<file path="src/rtl/regfile_write_arbiter.sv">
// Round-robin arbiter sharing the register-file write port between ALU and load
// writeback, with a one-cycle registered write stage, x0 filtering and forwarding.
module regfile_write_arbiter #(
  parameter int N    = 32,
  parameter int XLEN = 32,
  parameter int AW   = 5
) (
  input  logic          clk,
  input  logic          rst_n,
  input  logic          stall,
  input  logic          req0_valid,
  input  logic [AW-1:0] req0_addr,
  input  logic [N-1:0]  req0_data,
  output logic          req0_ready,
  input  logic          req1_valid,
  input  logic [AW-1:0] req1_addr,
  input  logic [N-1:0]  req1_data,
  output logic          req1_ready,
  output logic          we,
  output logic [AW-1:0] addr_write2,
  output logic [N-1:0]  data_write2,
  output logic          grant_id,
  input  logic [AW-1:0] fwd_addr0,
  input  logic [AW-1:0] fwd_addr1,
  output logic          fwd_hit0,
  output logic          fwd_hit1,
  output logic [N-1:0]  fwd_data0,
  output logic [N-1:0]  fwd_data1
);

  logic          last_grant_reg;
  logic          we_reg;
  logic [AW-1:0] addr_reg;
  logic [N-1:0]  data_reg;
  logic          grant_reg;

  logic          hs0;
  logic          hs1;

  // Ready ignores the requester's own valid; the other requester's valid and
  // the last winner decide who may proceed.
  assign req0_ready = rst_n && !stall && (!req1_valid || last_grant_reg);
  assign req1_ready = rst_n && !stall && (!req0_valid || !last_grant_reg);

  assign hs0 = req0_valid && req0_ready;
  assign hs1 = req1_valid && req1_ready;

  always_ff @(posedge clk or negedge rst_n) begin
    if (!rst_n) begin
      last_grant_reg <= 1'b1;
      we_reg         <= 1'b0;
      addr_reg       <= '0;
      data_reg       <= '0;
      grant_reg      <= 1'b0;
    end else begin
      we_reg <= 1'b0;
      if (hs0) begin
        we_reg         <= (req0_addr != '0);
        addr_reg       <= req0_addr;
        data_reg       <= req0_data;
        grant_reg      <= 1'b0;
        last_grant_reg <= 1'b0;
      end else if (hs1) begin
        we_reg         <= (req1_addr != '0);
        addr_reg       <= req1_addr;
        data_reg       <= req1_data;
        grant_reg      <= 1'b1;
        last_grant_reg <= 1'b1;
      end
    end
  end

  assign we          = we_reg;
  assign addr_write2 = addr_reg;
  assign data_write2 = data_reg;
  assign grant_id    = grant_reg;

  logic [AW-1:0] fwd_addr_arr [2];
  logic          fwd_hit_arr  [2];
  logic [N-1:0]  fwd_data_arr [2];

  assign fwd_addr_arr[0] = fwd_addr0;
  assign fwd_addr_arr[1] = fwd_addr1;

  // x0 never forwards, even though a filtered write still loads addr_write2.
  generate
    for (genvar gi = 0; gi < 2; gi++) begin : g_fwd
      assign fwd_hit_arr[gi]  = we_reg && (fwd_addr_arr[gi] == addr_reg) &&
                                (fwd_addr_arr[gi] != '0);
      assign fwd_data_arr[gi] = fwd_hit_arr[gi] ? data_reg : '0;
    end
  endgenerate

  assign fwd_hit0  = fwd_hit_arr[0];
  assign fwd_hit1  = fwd_hit_arr[1];
  assign fwd_data0 = fwd_data_arr[0];
  assign fwd_data1 = fwd_data_arr[1];

endmodule

</file>
<file path="config.mk">
export PLATFORM = sky130hd
export DESIGN_NAME = regfile_write_arbiter
export DESIGN_NICKNAME = d
export VERILOG_FILES = /design/src/rtl/regfile_write_arbiter.sv
export SDC_FILE = /design/constraint.sdc
export NUM_CORES = 1
export LEC_CHECK = 0
export ABC_AREA = 1
export BUFFER_PORTS_ARGS = -buffer_cell sky130_fd_sc_hd__buf_2
export CAP_MARGIN = 20
export CORE_MARGIN = 5
export CORE_UTILIZATION = 43
export DETAILED_ROUTE_END_ITERATION = 6
export PLACE_DENSITY = 0.81
export SLEW_MARGIN = 20
export SYNTH_ARGS = -nofsm -noshare
export SYNTH_HDL_FRONTEND = slang
export SYNTH_SLANG_ARGS = --single-unit
</file>
<file path="constraint.sdc">
create_clock -name clk -period 1.8 [get_ports clk]
set_input_delay 0.09 -clock clk [delete_from_list [all_inputs] [get_ports clk]]
set_output_delay 0.09 -clock clk [all_outputs]
set_load 0.05 [all_outputs]
</file>
# Word level (Yosys, flattened, before mapping)
# Index checks and enable logic that the tools add are counted.
[op_classes] n_reduce_logical=20 eq_ne=2 muxes=10
[op_table] cell="$mux 32" n=4
[op_table] cell="$reduce_bool 5->1" n=4
[op_table] cell="$eq 5x5->1" n=2
[op_table] cell="$mux 5" n=2
[op_table] cell="$logic_and 1x1->1" n=9
[op_table] cell="$logic_not 1->1" n=4
[op_table] cell="$mux 1" n=4
[op_table] cell="$logic_or 1x1->1" n=2
[op_table] cell="$reduce_bool 2->1" n=1
[word_totals] inputBits=89 regBits=40 wordCells=37

# Longest topological paths before layout
# Gate-level depths: netlist of run 1.
[logic_depth] ltp_word=6 depth_mapped=9

# Worst setup path before layout of run 1
# Ideal clock, no wire load.
[synth_timing] path_type="reg2out" startpoint="register addr_reg[3], in the netlist addr_write2[3]" endpoint="output fwd_data0[22]" stages_incl_launch_ff=8 t_arrival_ns=2.336 n_path_buf=1 path_slack_ns=-0.626 required_ns=1.710 path_cell_list="dfrtp_1 -> inv_1 -> nand2_1 -> nand2_1 -> nor2_2 -> nand2_2 -> buf_6 -> nor3_1"
[synth_between] elab_chain_cells=4
[synth_lines] element="start: declaration" line="33" source="logic [AW-1:0] addr_reg;"
[synth_lines] element="start signal: assignment" line="59" source="addr_reg <= req0_addr;"
[synth_lines] element="start signal: assignment" line="65" source="addr_reg <= req1_addr;"
[synth_lines] element="$eq 5x5->1" line="88" source="assign fwd_hit_arr[gi] = we_reg && (fwd_addr_arr[gi] == addr_reg) &&"
[synth_lines] element="$logic_and 1x1->1 (2 in series)" line="88"
[synth_lines] element="$mux 32" line="90" source="assign fwd_data_arr[gi] = fwd_hit_arr[gi] ? data_reg : '0;"
[synth_lines] element="end: declaration" line="27" source="output logic [N-1:0] fwd_data0,"
# No other way between the ends.

# Worst setup path after layout of run 1
[layout_timing] startpoint="register addr_reg[2], in the netlist addr_write2[2]" endpoint="output fwd_data1[13]"
[layout_between] elab_chain_cells=4
[layout_lines] element="$eq 5x5->1" line="88"
[layout_lines] element="$logic_and 1x1->1 (2 in series)" line="88"
[layout_lines] element="$mux 32" line="90"
[layout_lines] element="end: declaration" line="28" source="output logic [N-1:0] fwd_data1"
# No other way between the ends.

==> results of run 1 <==
per-layer routing:
layer	vias to the layer above	track usage [%]	part of all wire, %
met2	227	50.9	52
met4	0	11.4	3.7
met3	42	5.26	9.8
met1	1778	31.9	34
met5	-	0	0
li1	1813	-	-
path summary, 6_finish.rpt:
path                                start               to  slack, ns
setup / recovery           addr_write2[2]    fwd_data1[13]      -0.10
hold / removal               req0_data[0]   data_write2[0]       0.06
setup reg to reg           last_grant_reg  data_write2[28]       0.28
hold reg to reg                  grant_id         grant_id       0.47
max in group asynchronous           rst_n   addr_write2[0]       0.92
min in group asynchronous           rst_n         grant_id       0.48
cell usage after synthesis:
master / n
buf_12: 1
buf_2: 7
o21ai_2: 8
nor4_1: 1
nand2_4: 1
nand4_1: 1
dfstp_2: 1
nor3_1: 35
o21ai_1: 13
nand3_4: 1
inv_2: 3
nor2_4: 1
nand3_2: 1
buf_4: 8
a21oi_1: 2
buf_6: 8
dfrtp_1: 39
buf_8: 2
o21ai_0: 20
nor2_2: 1
nand2_2: 3
nor3_2: 29
clkbuf_1: 1
nand2_1: 147
o21bai_1: 1
nor2_1: 43
inv_1: 86
final cells by class:
class / instances / area share (%)
diodes: 1 / 0.0459
clock buffers: 7 / 1.40
clock inverters: 1 / 0.0917
inverters: 89 / 6.17
multi-input cells: 308 / 39.2
flip-flops and latches: 40 / 18.5
well taps: 99 / 2.27
repair buffers: 220 / 32.4
worst reg2reg max path, delay by kind of cell, from the launching register on:
family                 cells  cell delay, ns
DFF                        1            0.56
buffers and inverters      1            0.31
and+or+nand+nor            4            0.45
AOI/OAI and AO/OA          1            0.12
metrics by stage:
step                      cells  area [um2]  util, %  setup slack (ns)  power, mW
after floorplan             464        3650        -            0.0570       3.26
after global placement      744        4720     66.1             0.167       3.88
after detailed placement    744        4720     66.1            0.0805       3.94
after CTS                   759        5270     73.8           -0.0475       4.60
after global routing        765        5460     76.5            -0.152       5.02
final                       765        5460     76.5            -0.103       4.79
kinds of logic (layout without fill, tap and decap cells):
logic type             Yosys count  in the layout  synth area share [%]
other                            0              1                     0
flip-flops                      40             40                  32.4
AO/OA/AOI/OAI                   44             44                  8.17
buffers and inverters          116            317                  18.5
AND/OR/NAND/NOR                264            264                  40.9
timing repair:
item / in CTS / in global routing
setup buffers: 5 / 2
hold endpoints to repair: 39 / 0
gates cloned: 1 / 3
hold buffers: 1 / 0
pin swaps: 10 / 5
setup endpoints to repair: 66 / 69
gates resized for setup: 129 / 23
power groups by stage:
| stage | Sequential [mW] | Combinational, mW | Clock, mW |
|---|---|---|---|
| 2_1_floorplan | 2.07 | 1.20 | 0 |
| 3_3_place_gp | 1.34 | 2.54 | 0 |
| 3_5_place_dp | 1.35 | 2.60 | 0 |
| 4_1_cts | 1.33 | 2.68 | 0.591 |
| 5_1_grt | 1.37 | 3.02 | 0.632 |
| 6_report | 1.35 | 2.87 | 0.572 |
==> results by group, run 1 <==
Finish
  – Most common cell after layout, fill and taps aside: nand2_1
  – Final net count: around 750
  – Share of layout cells above drive strength 1: 48.9%
  – FILL cells: roughly 500
  – Area delta synth->final: 76.4%
  – Number of flip-flops in the largest register: 32
  – Register Area: between 1000 and 1500 um2
  – Most frequent cells in the layout: nand2_1, buf_2, inv_1
  – Multi-input gate area: 2140 um2

Logic synthesis
  – Yosys top cell by area: dfrtp_1
  – #FFs+latches synth: 40
  – Seq/Total Area, Yosys: 32.4%
  – Synth area leaders: dfrtp_1, nand2_1, inv_1, nor3_2, nor3_1
  – Yosys top cell area share: 31.5%
  – YS warnings: 0
  – Synthesized Nets: 553
  – Syn_area_per_cell: 6.67 um2
  – Synth Instances: 464
  – Yosys cell types: 27
  – Cell Area, Synth: 3090 um2

Clocking
  – CTS Buf Count: 5
  – Htree depth: 2
  – Clock tree buffer depth: 2
  – # clock sinks: 40
  – Insertion delay to the later sink of the worst-skew pair: 0.28 ns
  – Root buffer cell: clkbuf_8
  – TritonCTS clock tree: done
  – Clk slew on worst S/H paths: 0.08 ns

Power
  – Comb pwr share: approximately three fifths
  – Net Sw Frac: 55.6%
  – Total power divided by cell area: about 900 nW/um2
  – P_leak: around 3.2 nW
  – Switching pwr: 2.66 mW
  – Seq pwr share: between 20% and 30%
  – Internal Power: roughly 2.1 mW
  – Clock power share: 11.9%
  – Max VDD drop: 0.441 mV

Timing
  – Min cycle time layout: 1.90 ns
  – F_max: 525 MHz
  – Worst-margin pin slew: 0.535 ns
  – Final Max Tran Viols: 0
  – Fin. Hold Viols: 0
  – Fin Setup TNS: -2.73 ns
  – Final Cycle Share: 106%
  – Post-route setup slack: -0.103 ns
  – Max-slew headroom: 64.4%
  – Unrepaired setup endpoints after global routing: yes
  – Hold WS: 0.0642 ns
  – Final Skew: 0.00727 ns
  – # setup viols final: 61

Floorplan
  – Core area: 7140 um2
  – Initial core utilization: 43.4%
  – Site Rows: 31
  – Num ports: 196
  – Die area: 8990 um2
  – Die X: 94.8 um
  – Die Ht: 94.8 um

Global routing
  – Initial antenna violation count: 1
  – Number of global-route vias before repair: 3838
  – Pin count of the biggest net entering global routing: 51
  – First-pass GRT wire length: ~20000 um
  – GRT Resource Usage Total: 27.9%
  – Total grt overflow: 0

Routing
  – DRT Wirelength: between 10000 and 15000 um
  – Iteration-0 DRC Markers: about 200
  – # DRC: 0
  – Vias: 3860
  – Antenna-violating nets left: 0
  – Vias per cell: 5.05
  – Pre-antenna DRT Iters: 5
  – DR WL/cell: 16.9 um

Setup path
  – CP required: 1.71 ns
  – Worst Path Class, Setup: reg2out
  – Reg2reg path depth: 6
  – Crit-path cells: inv_2, o21ai_0, inv_1, nand2_4, buf_6, nor3_4, buf_6
  – CP max FO: 13
  – Critical Path Max Stage Delay: 0.42 ns
  – Delay-heaviest family, CP: buffers and inverters
  – Critical Path End Type: primary output
  – CP Buf/Inv Count: 4
  – WP depth: 7
  – Critical Path AT: about 1.8 ns
  – Most common cell on crit path: buf_6
  – Worst path slowest cell: dfrtp_2
  – Crit start category: flip-flop

Min path
  – Hold Path Depth: 3
  – Worst hold-check path type: in2reg

Run
  – Max-Cap Viols: 0

Placement
  – Final GP Congestion: 0.913
  – Input/output buffers: 195
  – Placed wire-length estimate: roughly 8600 um

Run status
  – Status: finished, violations left
  – Failing checks: setup timing
Note: power is estimated with default switching activity, not from simulation.
==> inputs of run 2 (changes only) <==
--- a/config.mk
+++ b/config.mk
@@ -11,6 +11,7 @@
 export CORE_MARGIN = 5
 export CORE_UTILIZATION = 43
 export DETAILED_ROUTE_END_ITERATION = 6
+export GPL_TIMING_DRIVEN = 0
 export PLACE_DENSITY = 0.81
 export SLEW_MARGIN = 20
 export SYNTH_ARGS = -nofsm -noshare
==> run 2 against run 1 <==
Net effect:
- the run ends with DRC, hold timing, setup timing left
- sequential share of layout area fell by 1.8 points
- maximum frequency decreased by 7.1%
- register-to-register slack got worse by 0.15 ns
- non-clock buffer count grew 28
- critical path depth rose by 1
- worst setup slack worse by 0.15 ns
- total power is 21% higher
- global-route usage rose by 1.8 points
- sequential power rose by 4%
- via count up 20%
- cell area up 11%
==> results by group, run 2 (synthesized netlist as in run 1, its figures left out) <==
Timing
  – Final Cycle Share: 114%
  – Unrepaired setup endpoints after global routing: yes
  – Final Skew: 0.00839 ns
  – Max-slew headroom: 60.7%
  – F_max: around 500 MHz
  – Min cycle time layout: between 2 and 2.5 ns
  – Final Max Tran Viols: 0
  – Worst-margin pin slew: 0.589 ns
  – # setup viols final: 66
  – Post-route setup slack: -0.249 ns
  – Hold WS: -0.195 ns
  – Fin Setup TNS: -10.54 ns
  – Fin. Hold Viols: 39

Routing
  – DRT Wirelength: 18300 um
  – Antenna-violating nets left: 0
  – Vias: 4627
  – Iteration-0 DRC Markers: around 600
  – Pre-antenna DRT Iters: 7
  – Vias per cell: between 5 and 6
  – DR WL/cell: 23.0 um
  – # DRC: 11

Finish
  – FILL cells: around 340
  – Design area: 6060 um2
  – Number of flip-flops in the largest register: 32
  – Area delta synth->final: 95.8%
  – Final net count: 781
  – Final Util: a little over four fifths
  – Most common cell after layout, fill and taps aside: buf_2
  – Most frequent cells in the layout: buf_2, nand2_1, inv_1
  – Share of layout cells above drive strength 1: a little over half

Setup path
  – CP max FO: 8
  – Critical Path End Type: primary output
  – CP required: approximately 1.7 ns
  – Critical Path AT: 1.96 ns
  – Worst Path Class, Setup: reg2out
  – Crit start category: flip-flop

Floorplan
  – Site Rows: 31
  – Die area: 8990 um2
  – Die X: 94.8 um
  – Core area: 7140 um2
  – Die Ht: 94.8 um
  – Initial core utilization: 43.4%
  – Num ports: 196

Global routing
  – GRT Resource Usage Total: 29.8%
  – Number of global-route vias before repair: 4113
  – Initial antenna violation count: 1
  – Total grt overflow: 0
  – Met3 usage: 6.61%
  – GR peak layer: met2
  – GR Util met2: 53.0%
  – First-pass GRT wire length: 20700 um
  – Pin count of the biggest net entering global routing: 42
  – Met1 GRT Util: 33.1%

Power
  – Total power divided by cell area: 953 nW/um2
  – P_leak: ~3.4 nW
  – Max VDD drop: around 0.5 mV

Clocking
  – CTS Buf Count: 5
  – Clk slew on worst S/H paths: 0.08 ns
  – Htree depth: 2
  – # clock sinks: 40
  – Root buffer cell: clkbuf_8
  – TritonCTS clock tree: done
  – Clock tree buffer depth: 2
  – Insertion delay to the later sink of the worst-skew pair: 0.31 ns

Run status
  – Status: finished, violations left
  – Failing checks: DRC, hold timing, setup timing

Placement
  – Placed wire-length estimate: 8870 um
  – Placed Area: 4750 um2
  – Final GP Congestion: 0.881
  – Input/output buffers: 195

Run
  – Max-Cap Viols: 0

Min path
  – Worst hold-check path type: in2async
-- run 2: cell count changes in the layout (fill, tap and decap cells not counted), moves of 3 or more --
| cell | delta |
|---|---|
| clkbuf_16 | +6 |
| nor2_2 | -4 |
| nand2_1 | -13 |
| nor2_4 | +5 |
| inv_2 | +3 |
| nand2_8 | +3 |
| buf_12 | +7 |
| inv_1 | -3 |
| buf_2 | +3 |
| nand2_2 | +9 |
| buf_6 | +8 |
-- run 2: per-layer routing --
layer / vias up / routed length [um]
li1: 1879 / -
met1: 2091 / 5810
met2: 488 / 8410
met3: 169 / 2350
met4: 0 / 1700
met5: - / 0
-- run 2: layout make-up --
cell class                 instances  area [um2]  share of cell area, %
timing repair buffer             221        1830                   30.1
inverter                          89         337                   5.55
tap                               99         124                   2.04
clock buffer                       7        96.3                   1.59
buffer                            27         374                   6.17
clock inverter                     1        30.0                  0.496
multi-input combinational        308        2260                   37.3
sequential                        40        1010                   16.6
antenna                            2        5.00                 0.0826
-- run 2: where the power goes --
part           internal (mW)  leakage [nW]  switching, mW
logic                   1.04          2.81           2.50
registers               1.13         0.487          0.271
clock network          0.490        0.0645          0.351
total                   2.66          3.37           3.12
-- run 2: worst max-delay path, cell delays in order, from the launching register on --
cell and delay [ns]:
dfrtp_2 0.45, inv_2 0.08, nand2_1 0.13, nand2_2 0.10, nor2_4 0.17, nand2_8 0.14, clkbuf_16 0.21, nor3_4 0.19
buf_6 0.19
-- run 2: path summary, 6_finish.rpt --
| kind | slack [ns] | endpoint | depth (start not counted) | from |
|---|---|---|---|---|
| max reg2reg | 0.13 | data_write2[21] | 7 | last_grant_reg |
| min in group clk | 0.06 | data_write2[25] | 3 | req0_data[25] |
| min | -0.19 | data_write2[3] | 1 | rst_n |
| max in group asynchronous | 1.57 | addr_write2[0] | 1 | rst_n |
| min reg2reg | 0.48 | grant_id | 2 | grant_id |
| max | -0.25 | fwd_data1[23] | 8 | addr_write2[1] |
-- run 2: per-stage QoR --
stage	power [mW]	std cells	setup slack (ns)
floorplan	3.26	464	0.0570
global placement	3.83	758	-0.248
detailed placement	3.90	758	-0.312
CTS	4.99	776	-0.0722
global route	5.97	793	-0.326
finish	5.77	794	-0.249
-- run 2: timing repair --
action,in CTS,in global routing
endpoints found under the setup margin,60,108
pin swaps,17,55
resized for setup,170,58
endpoints found under the hold margin,39,39
cloned,3,9
setup buffers,7,7
